--- src/rtl/rx_ctrl_module_pkg.sv ---
// Shared UART definitions: receiver state encodings, frame width default,
// bit-index width and the 9600 bps baud-generator constants at 50 MHz.
`timescale 1ns/1ps
package rx_ctrl_module_pkg;

    localparam int DATA_BITS_DEF = 8;
    localparam int BIT_IDX_W     = 4;

    // Baud generator terminal counts: full bit period and mid-bit offset.
    localparam int BPS_FULL_CNT  = 5208;
    localparam int BPS_HALF_CNT  = 2604;

    typedef enum logic [2:0] {
        ST_IDLE  = 3'd0,
        ST_START = 3'd1,
        ST_DATA  = 3'd2,
        ST_STOP  = 3'd3,
        ST_DONE  = 3'd4
    } rx_state_e;

endpackage

--- src/rtl/rx_ctrl_module_edge_detect.sv ---
// Two-flop synchronizer for the asynchronous RX line plus a one-flop delay
// used to flag high-to-low transitions of the synchronized line.
`timescale 1ns/1ps
module rx_edge_detect (
    input  logic CLK,
    input  logic RSTn,
    input  logic RX_Pin_In,
    output logic RX_Sync,
    output logic H2L_Sig
);

    logic sync1_q;
    logic sync2_q;
    logic dly_q;

    // Reset to the idle-high line level so release never looks like an edge.
    always_ff @(posedge CLK or negedge RSTn) begin
        if (!RSTn) begin
            sync1_q <= 1'b1;
            sync2_q <= 1'b1;
            dly_q   <= 1'b1;
        end else begin
            sync1_q <= RX_Pin_In;
            sync2_q <= sync1_q;
            dly_q   <= sync2_q;
        end
    end

    assign RX_Sync = sync2_q;
    assign H2L_Sig = ~sync2_q & dly_q;

endmodule

--- src/rtl/rx_ctrl_module.sv ---
// UART receive controller: waits for a start edge, samples each bit on the
// baud generator's mid-bit strobe and reports the byte with a done pulse.
`timescale 1ns/1ps
module rx_ctrl_module
    import rx_ctrl_module_pkg::*;
#(
    parameter int DATA_BITS = DATA_BITS_DEF
) (
    input  logic                 CLK,
    input  logic                 RSTn,
    input  logic                 RX_Pin_In,
    input  logic                 RX_En_Sig,
    input  logic                 BPS_CLK,
    output logic                 Count_Sig,
    output logic [DATA_BITS-1:0] RX_Data,
    output logic                 RX_Done_Sig,
    output logic                 Frame_Err,
    output rx_state_e            Dbg_State
);

    logic rx_sync;
    logic h2l;

    rx_edge_detect u_edge (
        .CLK       (CLK),
        .RSTn      (RSTn),
        .RX_Pin_In (RX_Pin_In),
        .RX_Sync   (rx_sync),
        .H2L_Sig   (h2l)
    );

    rx_state_e              state_q, state_d;
    logic                   count_q, count_d;
    logic [DATA_BITS-1:0]   data_q,  data_d;
    logic [DATA_BITS-1:0]   shift_q, shift_d;
    logic [BIT_IDX_W-1:0]   idx_q,   idx_d;
    logic                   done_q,  done_d;
    logic                   ferr_q,  ferr_d;

    always_ff @(posedge CLK or negedge RSTn) begin
        if (!RSTn) begin
            state_q <= ST_IDLE;
            count_q <= 1'b0;
            data_q  <= '0;
            shift_q <= '0;
            idx_q   <= '0;
            done_q  <= 1'b0;
            ferr_q  <= 1'b0;
        end else begin
            state_q <= state_d;
            count_q <= count_d;
            data_q  <= data_d;
            shift_q <= shift_d;
            idx_q   <= idx_d;
            done_q  <= done_d;
            ferr_q  <= ferr_d;
        end
    end

    // Done and Frame_Err are one-cycle registered outputs, so both default low.
    always_comb begin
        state_d = state_q;
        count_d = count_q;
        data_d  = data_q;
        shift_d = shift_q;
        idx_d   = idx_q;
        done_d  = 1'b0;
        ferr_d  = 1'b0;

        unique case (state_q)
            ST_IDLE: begin
                count_d = 1'b0;
                if (h2l && RX_En_Sig) begin
                    state_d = ST_START;
                    count_d = 1'b1;
                end
            end
            ST_START: begin
                if (!RX_En_Sig) begin
                    state_d = ST_IDLE;
                    count_d = 1'b0;
                end else if (BPS_CLK) begin
                    if (!rx_sync) begin
                        state_d = ST_DATA;
                        idx_d   = '0;
                    end else begin
                        state_d = ST_IDLE;
                        count_d = 1'b0;
                    end
                end
            end
            ST_DATA: begin
                if (!RX_En_Sig) begin
                    state_d = ST_IDLE;
                    count_d = 1'b0;
                end else if (BPS_CLK) begin
                    shift_d = {rx_sync, shift_q[DATA_BITS-1:1]};
                    idx_d   = idx_q + BIT_IDX_W'(1);
                    if (idx_q == BIT_IDX_W'(DATA_BITS - 1)) begin
                        state_d = ST_STOP;
                    end
                end
            end
            ST_STOP: begin
                if (!RX_En_Sig) begin
                    state_d = ST_IDLE;
                    count_d = 1'b0;
                end else if (BPS_CLK) begin
                    data_d  = shift_q;
                    ferr_d  = ~rx_sync;
                    done_d  = 1'b1;
                    count_d = 1'b0;
                    state_d = ST_DONE;
                end
            end
            ST_DONE: begin
                count_d = 1'b0;
                state_d = ST_IDLE;
            end
            default: begin
                count_d = 1'b0;
                state_d = ST_IDLE;
            end
        endcase
    end

    assign Count_Sig   = count_q;
    assign RX_Data     = data_q;
    assign RX_Done_Sig = done_q;
    assign Frame_Err   = ferr_q;
    assign Dbg_State   = state_q;

endmodule

--- config.mk ---
export PLATFORM = sky130hd
export DESIGN_NAME = rx_ctrl_module
export DESIGN_NICKNAME = d
export VERILOG_FILES = /design/src/rtl/rx_ctrl_module_pkg.sv /design/src/rtl/rx_ctrl_module_edge_detect.sv /design/src/rtl/rx_ctrl_module.sv
export SDC_FILE = /design/constraint.sdc
export NUM_CORES = 1
export LEC_CHECK = 0
export CAP_MARGIN = 20
export CORE_UTILIZATION = 29
export DETAILED_ROUTE_END_ITERATION = 6
export RECOVER_POWER = 25
export SETUP_SLACK_MARGIN = 0.5
export SLEW_MARGIN = 20
export SYNTH_ARGS = -nofsm -noshare
export SYNTH_HDL_FRONTEND = slang
export SYNTH_SLANG_ARGS = --single-unit
--- constraint.sdc ---
create_clock -name CLK -period 1.79 [get_ports CLK]
set_input_delay 0.537 -clock CLK [delete_from_list [all_inputs] [get_ports CLK]]
set_output_delay 0.537 -clock CLK [all_outputs]
set_load 0.01 [all_outputs]
Yosys cells after proc, flatten, opt, wreduce, memory -nomap -nowiden

Cells that the tools add are included.

Add/subtract/negate cells: 1
$mul: 0
Divide/modulo/power cells: 0
$lt $le $gt $ge: 0
Eq/ne operators: 16
Shift operators: 0
Multiplexer cells: 30
Bitwise gates (word level): 2
Reduce and logical (&&, ||, !) cells: 8

Operators by type and width:

| cell                                                             | count |
|---|---|
| 3-bit 2-to-1 mux                                                 | 8 |
| 4-bit 2-to-1 mux                                                 | 5 |
| 2-bit != test (second input constant)                            | 7 |
| 1-bit 2-to-1 mux                                                 | 13 |
| 3-bit != test (second input constant)                            | 4 |
| 3-bit case mux with 4 select lines                               | 1 |
| 4-bit case mux with 2 select lines                               | 1 |
| 3-bit by 2-bit == test with 1-bit output (second input constant) | 2 |
| 3-bit AND reduction                                              | 2 |
| 6-bit AND reduction                                              | 1 |
| 5-bit AND reduction                                              | 1 |
| 4-bit by 1-bit adder with 4-bit output (second input constant)   | 1 |
| 4-bit by 3-bit == test with 1-bit output (second input constant) | 1 |
| 1-bit case mux with 4 select lines                               | 1 |
| 4-bit AND reduction                                              | 1 |
| 3-bit by 1-bit == test with 1-bit output (second input constant) | 1 |
| 3-bit zero test                                                  | 1 |
| 3-bit by 2-bit != test with 1-bit output (second input constant) | 1 |
| 2-bit 2-to-1 mux                                                 | 1 |
| 2-bit nonzero test                                               | 1 |
| 1-bit bitwise AND                                                | 1 |
| 1-bit logical AND                                                | 1 |
| 1-bit NOT                                                        | 1 |

Flip-flop bits (word level): 29
Bits in latches: 0
Memory bits (writable): 0
Memory bits (read-only): 0
Input bits: 5
Output and inout bits: 14
Word-level logic and storage cells: 67
Memories kept: 0

Logic depth before layout (Yosys ltp)

Gate-level depths: netlist of run 1.

Word-level depth: 5
Mapped depth: 5
Depth with buffers taken out: 4

Modules after synthesis

A second synthesis of run 1 with hierarchy kept.

Cell total of the unflattened synthesis: 89
Area total of the unflattened synthesis: 1321.3 um2

By module, submodules not included:

| module         | times used | cells each | area each (um2) | seq. area each (um2) |
|---|---|---|---|---|
| rx_ctrl_module | 1          | 85         | 1228.7          | 650.6 |
| rx_edge_detect | 1          | 4          | 92.6            | 78.8 |

Worst setup path after synthesis of run 1

OpenSTA, ideal clock, no wires.

Path kind: register to register
Start point: register state_q[0] (netlist: Dbg_State[0])
End point: register shift_q[0]
Library setup time: 0.125 ns
Arrival: 1.408 ns
Data required time: 1.665 ns
Setup slack: 0.257 ns
Stages on the path, launching flop included: 6
Path buffers: 2
Period minus slack after synthesis: 1.533 ns
Cells stage by stage: dfrtp_1 > buf_2 > nand2b_1 > nor2_1 > buf_2 > mux2_2

Word-level cells in the longest chain between the ends: 2

Ends and longest elaborated chain:

| what                                     | RTL line             | source |
|---|---|---|
| start: declaration                       | rx_ctrl_module.sv:32 | `rx_state_e state_q, state_d;` |
| start signal: assignment                 | rx_ctrl_module.sv:50 | `state_q <= state_d;` |
| 3-bit by 2-bit == test with 1-bit output | rx_ctrl_module.sv:70 | `unique case (state_q)` |
| 3-bit AND reduction (no source line)     | --                   |  |
| end signal: assignment                   | rx_ctrl_module.sv:53 | `shift_q <= shift_d;` |
| end: declaration                         | rx_ctrl_module.sv:35 | `logic [DATA_BITS-1:0] shift_q, shift_d;` |

No other way between the ends.
A chain may end at the register's enable or synchronous reset.

Final worst setup path of run 1

Start point: register state_q[2] (netlist: Dbg_State[2])
End point: register shift_q[0]

The elaborated chain is that of the path after synthesis.

==> results.sh, run 1 <==
export IMPL_drc=0
export IMPL_fin_nets=142
export IMPL_async_flop_share_pct=100.0
export IMPL_core_area_um2=4058
export IMPL_finalCriticalPeriod_ns=1.524
export IMPL_drt_initial_drc_count=88
export IMPL_numPortBuffers=18
export IMPL_dr_pass1_iters=4
export IMPL_fin_skew_ns=0.01382
export IMPL_p_seq_share_pct=38.4
export IMPL_synth_area_um2=1241
export IMPL_viasPerCell=4.727
export IMPL_synth_top_area_share_pct=52.42
export IMPL_p_int_mw=1.502
export IMPL_hold_violations=0
export IMPL_synth_most_common_cell="dfrtp_1"
export IMPL_ant_nets=0
export IMPL_synth_flop_cell="dfrtp_1"
export IMPL_combPwrFrac_pct=20.4
export IMPL_final_max_slew_violation_count=0
export IMPL_synth_edff_count=0
export IMPL_p_sw_mw=0.4785
export IMPL_n_antenna_cell=0
export IMPL_wire_per_inst_um=15.14
export IMPL_die_area_um2=4545
export IMPL_crit_chain="buf_6 > nand3b_1 > nor2_4 > buf_12 > mux2_2"
export IMPL_wl_um=2831
export IMPL_timing_final_crit_share_pct=85.13
export IMPL_cts_root_buf="clkbuf_8"
export IMPL_finalWeightedCongestion=0.7854
export IMPL_cpPeakStageDelay_ns=0.41
export IMPL_avgSynthCellArea_um2=14.60
export IMPL_finalSetupViolCount=0
export IMPL_clock_path_buffers=2
export IMPL_crit_buf_inv=2
export IMPL_crit_slowest_cell="dfrtp_2"
export IMPL_ys_warn_count=0
export IMPL_endpoint_kind="flop"
export IMPL_peakVddDrop_v=0.0009208
export IMPL_required_ns=1.96
export IMPL_numCtsBuffers=5
export IMPL_drive_gt1_share_pct=62.04
export IMPL_grt_util_all_layers_pct=13.24
export IMPL_power_density_nw_per_um2=1047
export IMPL_die_w_um=67.42
export IMPL_cap_violations=0
export IMPL_synth_cell_type_count=34
export IMPL_preCtsSetupSlack_ns=-0.2202
export IMPL_slew_headroom_pct=52.91
export IMPL_crit_fanout=9
export IMPL_fp_row_count=23
export IMPL_startpoint_type="flop"
export IMPL_status="complete, no violations"
export IMPL_htreeDepth=2
export IMPL_holdWs_ns=0.3630
export IMPL_grt_pass1_wl_um=4340
export IMPL_tns_ns=0
export IMPL_timing_fmax_mhz=656.2
export IMPL_grt_ovfl_total=0
export IMPL_syn_inst=85
export IMPL_arrival_ns=1.69
export IMPL_ios=19
export IMPL_die_y_um=67.42
export IMPL_netlist_top_cells_area="dfrtp_1 52%, mux2_4 9.7%, mux2_2 8.2%"
export IMPL_rsz0062_at_grt="true"
export IMPL_clkLatencyLatePin_ns=0.28
export IMPL_grt_pass1_vias=868
export IMPL_initial_utilization_pct=30.59
export IMPL_antenna_found_initial=0
export IMPL_cts_reportedPaths_clkPinSlew_ns=0.07
export IMPL_syn_nets=91
export IMPL_p_sw_share_pct=24.16
export IMPL_ctsHoldBuffers=0
export IMPL_num_vias=884
export IMPL_synth_seq_area_share_pct=58.77
export IMPL_power_total_mw=1.981
export IMPL_worstSetupPathType="reg -> reg"
export IMPL_synthTopCellsByCount="26 x dfrtp_1, 9 x mux2_2, 8 x mux2_4"
export IMPL_area_growth_pct=52.42
export IMPL_cts_sinks=29
export IMPL_ys_ff_latch=29
export IMPL_finalWorstSetupSlack_ns=0.2662
export IMPL_synth_top_area_cell="dfrtp_1"
export IMPL_power_share_clock_pct=41.2
export IMPL_hold_path_class="reg -> reg"
export IMPL_grt_max_degree=30
export IMPL_cts_tree="done"
export IMPL_worst_slew_pin_slew_ns=0.7064
export IMPL_power_leakage_nw=0.9106
export IMPL_critPathTopFamily="flip-flops"
[cells in the final DEF, fill, tap and decap left out, types with 2 or more instances in the layout]
master         instances
a22o_1                 2
and3_4                 2
buf_2                 12
buf_4                 19
buf_6                  8
bufinv_16              2
clkbuf_2               2
clkbuf_8               5
dfrtp_1               24
dfrtp_2                2
dfstp_2                2
dlygate4sd3_1          2
mux2_2                 3
mux2_4                14
nand2b_1               2
nand3b_1               3
[state kept, by name, indices dropped and copies added, names as in the netlist, 3 cells and up]
name       cells
RX_Data        8
shift_q        8
idx_q          4
Dbg_State      3
[area by class of cell]
| type | count | area, um2 |
|---|---|---|
| flip-flops and latches | 29 | 732.0 |
| clock inverters | 3 | 65.06 |
| clock buffers | 5 | 68.82 |
| inverters | 1 | 3.754 |
| fillers | 354 | 2166 |
| multi-input cells | 53 | 598.1 |
| repair buffers | 46 | 361.6 |
| well taps | 50 | 62.56 |
[metal layers]
layer	GRT usage (%)	up-vias	part of all wire, %	wire [um]
li1	-	411	-	-
met1	19.01	449	48	1359
met2	18.50	20	47	1325
met3	4.561	4	4.0	113
met4	3.989	0	1.1	32
met5	0	-	0	0
[power by group through the flow]
stage	registers [mW]	clock network [mW]	logic (mW)
floorplan	0.772	0	0.184
global placement	0.768	0	0.270
detailed placement	0.773	0	0.277
CTS	0.759	0.817	0.300
global route	0.769	0.860	0.441
finish	0.761	0.815	0.405
[repair_timing]
action,4_1_cts,5_1_grt
gates resized for setup,69,8
pin swaps,7,3
gates cloned,1,0
setup buffers,11,10
endpoints found under the setup margin,39,37
[path summary, 6_finish.rpt]
check                           slack (ns)              to            from  depth (start not counted)
worst max-delay path                  0.27      shift_q[0]    Dbg_State[2]                          5
worst min-delay path                  0.36  u_edge.RX_Sync  u_edge.sync1_q                          0
worst max register to register        0.27      shift_q[0]    Dbg_State[2]                          5
worst min register to register        0.36  u_edge.RX_Sync  u_edge.sync1_q                          0
max in group asynchronous             0.47    Dbg_State[2]            RSTn                          2
min in group asynchronous             0.84    Dbg_State[0]            RSTn                          2
[per-stage QoR]
stage | cell area [um2] | utilization (%) | cells
CTS | 1782 | 43.91 | 177
detailed placement | 1570 | 38.70 | 157
finish | 1892 | 46.62 | 187
global placement | 1570 | 38.70 | 157
floorplan | 1300 | - | 85
global route | 1892 | 46.62 | 187
[worst register-to-register path: stages (launching register included)]
cell and delay, ns:
dfrtp_2 0.41, buf_6 0.12, nand3b_1 0.24, nor2_4 0.15
buf_12 0.15, mux2_2 0.34
[logic make-up (layout without fill, tap and decap cells)]
kind of cell / count (synthesis) / after routing / synth area share [%]
DFF: 29 / 29 / 58.77
and+or+nand+nor: 21 / 22 / 11.69
muxes: 18 / 18 / 18.65
AOI/OAI and AO/OA: 11 / 11 / 7.158
buffers and inverters: 4 / 55 / 2.016
adders and majority gates: 1 / 1 / 1.008
xor gates and xnor gates: 1 / 1 / 0.7058
No activity file was read; power rests on OpenSTA's default activity.
==> inputs of run 2 (changes only) <==
Settings changed: CORE_UTILIZATION 29 to 25.
==> results.sh, run 2 (synthesis gave the netlist of run 1 again) <==
export IMPL_final_util_pct=39.13
export IMPL_regToRegEndpoint="shift_q[4]"
export IMPL_drive_gt1_share_pct=62.69
export IMPL_peakVddDrop_v=0.0004053
export IMPL_hold_path_class="reg -> reg"
export IMPL_die_w_um=72.46
export IMPL_worstSetupPathType="reg -> reg"
export IMPL_worst_slew_pin_slew_ns=0.6962
export IMPL_preCtsSetupSlack_ns=-0.2265
export IMPL_fin_nets=139
export IMPL_cts_root_buf="clkbuf_8"
export IMPL_place_inst=175
export IMPL_power_leakage_nw=0.8815
export IMPL_crit_start="Dbg_State[2]"
export IMPL_dp_hpwl_um=1503
export IMPL_ant_nets=0
export IMPL_fin_skew_ns=0.001749
export IMPL_numCtsBuffers=5
export IMPL_power_density_nw_per_um2=958.0
export IMPL_final_max_slew_violation_count=0
export IMPL_rrSetupSlack_ns=0.31
export IMPL_final_common_cell="dfrtp_1"
export IMPL_clock_path_buffers=2
export IMPL_htreeDepth=2
export IMPL_finalInstanceArea_um2=1861
export IMPL_crit_chain="buf_6 > nand3b_1 > nor2_4 > buf_6 > mux2_4"
export IMPL_wl_um=2588
export IMPL_n_antenna_cell=0
export IMPL_die_area_um2=5250
export IMPL_timing_fmax_mhz=677.1
export IMPL_cts_tree="done"
export IMPL_critPathTopFamily="flip-flops"
export IMPL_die_y_um=72.46
export IMPL_cpMostUsedCell="buf_6"
export IMPL_required_ns=1.96
export IMPL_startpoint_type="flop"
export IMPL_cts_sinks=29
export IMPL_drc=0
export IMPL_cap_violations=0
export IMPL_grt_ovfl_total=0
export IMPL_endpoint_kind="flop"
export IMPL_finalWeightedCongestion=0.7715
export IMPL_place_area_um2=1587
export IMPL_cts_reportedPaths_clkPinSlew_ns=0.06
export IMPL_holdWs_ns=0.3683
export IMPL_cpPeakStageDelay_ns=0.40
export IMPL_grt_max_degree=30
export IMPL_finalSetupViolCount=0
export IMPL_clkLatencyLatePin_ns=0.28
export IMPL_num_vias=854
export IMPL_numPortBuffers=18
export IMPL_cp_depth=5
export IMPL_antenna_found_initial=0
export IMPL_reg2reg_depth=5
export IMPL_finalCriticalPeriod_ns=1.477
export IMPL_r2r_start="Dbg_State[2]"
export IMPL_power_total_mw=1.782
export IMPL_area_growth_pct=49.90
export IMPL_arrival_ns=1.64
export IMPL_fin_cells=201
export IMPL_rsz0062_at_grt="true"
export IMPL_ios=19
export IMPL_grt_util_all_layers_pct=11.26
export IMPL_core_area_um2=4755
export IMPL_layout_common_cells="24 x dfrtp_1, 17 x mux2_4, 17 x buf_4"
export IMPL_slew_headroom_pct=53.59
export IMPL_grt_pass1_wl_um=4319
export IMPL_endpoint="shift_q[4]"
export IMPL_initial_utilization_pct=26.11
export IMPL_crit_fanout=5
export IMPL_viasPerCell=4.249
export IMPL_tns_ns=0
export IMPL_crit_buf_inv=2
export IMPL_fp_row_count=25
export IMPL_status="complete, no violations"
export IMPL_crit_slowest_cell="dfrtp_2"
export IMPL_wire_per_inst_um=12.88
export IMPL_grt_pass1_vias=846
export IMPL_timing_final_crit_share_pct=82.51
export IMPL_hold_violations=0
export IMPL_drt_initial_drc_count=48
export IMPL_finalWorstSetupSlack_ns=0.3132
export IMPL_dr_pass1_iters=3
==> run 2: timing repair <==
item | in CTS | in global routing
hold buffers | 0 | 0
setup endpoints to repair | 39 | 38
pin swaps | 8 | 3
setup buffers | 11 | 6
resized for setup | 74 | 11
gates cloned | 1 | 0
==> run 2: cell type report <==
class,instances,area [um2]
multi-input cells,53,601.8
repair buffers,43,322.8
inverters,1,3.754
fillers,456,2894
clock buffers,7,86.33
flip-flops and latches,29,732.0
well taps,67,83.83
clock inverters,1,30.03
==> run 2: layer usage <==
layer | global-route usage, % | part of all wire [%] | routed length (um) | up-vias
met4 | 5.229 | 2.0 | 53 | 0
met5 | 0 | 0 | 0 | -
met3 | 5.139 | 4.2 | 108 | 5
met2 | 16.41 | 47 | 1228 | 18
li1 | - | - | - | 405
met1 | 14.20 | 46 | 1198 | 426
==> run 2: worst reg2reg max path, cell delays in order (launching register included) <==
cell      delay (ns)
dfrtp_2         0.40
buf_6           0.12
nand3b_1        0.24
nor2_4          0.15
buf_6           0.15
mux2_4          0.30
==> run 2: worst min path at each step <==
| stage | slack (ns) | cells past startpoint | from | endpoint |
|---|---|---|---|---|
| CTS | 0.37 | 0 | u_edge.sync1_q | u_edge.RX_Sync |
| detailed placement | 0.35 | 0 | u_edge.sync1_q | u_edge.RX_Sync |
| global placement | 0.35 | 0 | u_edge.sync1_q | u_edge.RX_Sync |
| floorplan | 0.24 | 0 | RSTn | Count_Sig |
| global route | 0.37 | 0 | u_edge.sync1_q | u_edge.RX_Sync |
| finish | 0.37 | 0 | u_edge.sync1_q | u_edge.RX_Sync |
==> run 2: power by group <==
group	switching (mW)	internal [mW]	leakage [nW]
Sequential	0.0486	0.713	0.388
Clock	0.243	0.453	0.0585
Combinational	0.143	0.182	0.435
==> inputs of run 3 (changes only) <==
Clock period 1.79 ns to 1.2 ns, I/O delays scaled along.
==> results.sh, run 3 (synthesis gave the netlist of run 1 again) <==
export IMPL_fin_cells=219
export IMPL_finalInstanceArea_um2=2021
export IMPL_power_share_clock_pct=32.4
export IMPL_crit_start="Dbg_State[2]"
export IMPL_power_leakage_nw=0.9852
export IMPL_die_y_um=72.46
export IMPL_dr_pass1_iters=4
export IMPL_drc=0
export IMPL_place_inst=190
export IMPL_violations="setup timing"
export IMPL_slew_headroom_pct=52.62
export IMPL_htreeDepth=2
export IMPL_finalWorstSetupSlack_ns=-0.2013
export IMPL_p_sw_mw=0.7365
export IMPL_n_antenna_cell=0
export IMPL_peakVddDrop_v=0.0005179
export IMPL_r2r_start="Dbg_State[2]"
export IMPL_core_area_um2=4755
export IMPL_power_density_nw_per_um2=1369
export IMPL_endpoint="RX_Data[1]"
export IMPL_grt_ovfl_total=0
export IMPL_worst_slew_pin_slew_ns=0.7107
export IMPL_cts_root_buf="clkbuf_8"
export IMPL_ios=19
export IMPL_hold_violations=0
export IMPL_combPwrFrac_pct=27.0
export IMPL_final_common_cell="buf_4"
export IMPL_startpoint_type="flop"
export IMPL_viasPerCell=4.329
export IMPL_crit_fanout=5
export IMPL_initial_utilization_pct=26.11
export IMPL_fin_skew_ns=0.008213
export IMPL_arrival_ns=1.57
export IMPL_rsz0062_at_grt="true"
export IMPL_regToRegEndpoint="RX_Data[1]"
export IMPL_place_area_um2=1733
export IMPL_rrSetupSlack_ns=-0.20
export IMPL_finalCriticalPeriod_ns=1.401
export IMPL_hold_path_class="reg -> reg"
export IMPL_num_vias=948
export IMPL_die_w_um=72.46
export IMPL_reg2reg_depth=3
export IMPL_cts_tree="done"
export IMPL_drive_gt1_share_pct=67.11
export IMPL_dp_hpwl_um=1813
export IMPL_drt_initial_drc_count=56
export IMPL_tns_ns=-3.974
export IMPL_p_seq_share_pct=40.7
export IMPL_p_int_mw=2.031
export IMPL_clkLatencyLatePin_ns=0.28
export IMPL_cap_violations=0
export IMPL_cts_sinks=29
export IMPL_endpoint_kind="flop"
export IMPL_antenna_found_initial=0
export IMPL_final_util_pct=42.50
export IMPL_p_sw_share_pct=26.62
export IMPL_wire_per_inst_um=13.54
export IMPL_ant_nets=0
export IMPL_filler_cell_count=460
export IMPL_timing_fmax_mhz=713.6
export IMPL_clock_path_buffers=2
export IMPL_required_ns=1.36
export IMPL_grt_pass1_wl_um=4533
export IMPL_finalWeightedCongestion=0.8075
export IMPL_area_growth_pct=62.80
export IMPL_cts_reportedPaths_clkPinSlew_ns=0.06
export IMPL_timing_final_crit_share_pct=116.8
export IMPL_grt_util_all_layers_pct=11.63
export IMPL_die_area_um2=5250
export IMPL_grt_pass1_vias=979
export IMPL_layout_common_cells="30 x buf_4, 24 x dfrtp_1, 16 x mux2_4"
export IMPL_final_max_slew_violation_count=0
export IMPL_numPortBuffers=18
export IMPL_fp_row_count=25
export IMPL_finalSetupViolCount=27
export IMPL_preCtsSetupSlack_ns=-0.7202
export IMPL_grt_max_degree=30
export IMPL_fin_nets=157
export IMPL_worstSetupPathType="reg -> reg"
export IMPL_wl_um=2966
export IMPL_numCtsBuffers=5
export IMPL_status="finished, violations left"
-- run 3: cell count changes in the layout (fill, tap and decap cells not counted), moves of 2 or more --
cell,delta
buf_4,+13
buf_6,+5
clkbuf_2,-2
dlygate4sd2_1,+2
-- run 3: power groups by stage --
stage | registers, mW | clock network (mW) | logic (mW)
6_report | 1.12 | 0.896 | 0.746
2_1_floorplan | 1.15 | 0 | 0.291
3_3_place_gp | 1.13 | 0 | 0.538
5_1_grt | 1.14 | 0.952 | 0.790
4_1_cts | 1.13 | 0.918 | 0.648
3_5_place_dp | 1.14 | 0 | 0.556
-- run 3: worst max-delay path: stages (launching register included) --
cell     delay [ns]
dfrtp_2        0.43
and3b_2        0.28
and3_4         0.26
mux2_4         0.31
-- run 3: layout make-up --
type / count / area (um2) / area share (%)
Sequential cell: 29 / 732.0 / 36.22
Multi-Input combinational cell: 53 / 605.6 / 29.97
Timing Repair Buffer: 61 / 494.2 / 24.46
Clock buffer: 7 / 96.34 / 4.768
Tap cell: 67 / 83.83 / 4.149
Clock inverter: 1 / 5.005 / 0.2477
Inverter: 1 / 3.754 / 0.1858
-- run 3: repair_timing --
action | 4_1_cts | 5_1_grt
gates cloned | 1 | 0
hold buffers | 0 | 0
endpoints found under the setup margin | 41 | 41
gates resized for setup | 70 | 14
pin swaps | 6 | 8
buffers inserted | 7 | 13
-- run 3: worst min-delay path by stage --
stage                   startpoint              to  slack [ns]  depth (start not counted)
floorplan                     RSTn       Count_Sig        0.06                          0
global placement    u_edge.sync1_q  u_edge.RX_Sync        0.35                          0
detailed placement  u_edge.sync1_q  u_edge.RX_Sync        0.35                          0
CTS                 u_edge.sync1_q  u_edge.RX_Sync        0.36                          0
global route        u_edge.sync1_q  u_edge.RX_Sync        0.36                          0
finish              u_edge.sync1_q  u_edge.RX_Sync        0.36                          0
-- run 3: metal layers --
metal	up-vias	global-route usage, %	wire (um)
met1	479	14.15	1312
met2	18	19.42	1517
met4	0	5.882	34
met3	5	2.500	101
li1	446	-	-
met5	-	0	0
-- run 3: through the flow --
step | hold WS [ns] | power [mW]
after detailed placement | 0.3469 | 1.700
final | 0.3554 | 2.767
after floorplan | 0.06441 | 1.443
after global placement | 0.3483 | 1.673
after global routing | 0.3645 | 2.877
after CTS | 0.3557 | 2.693
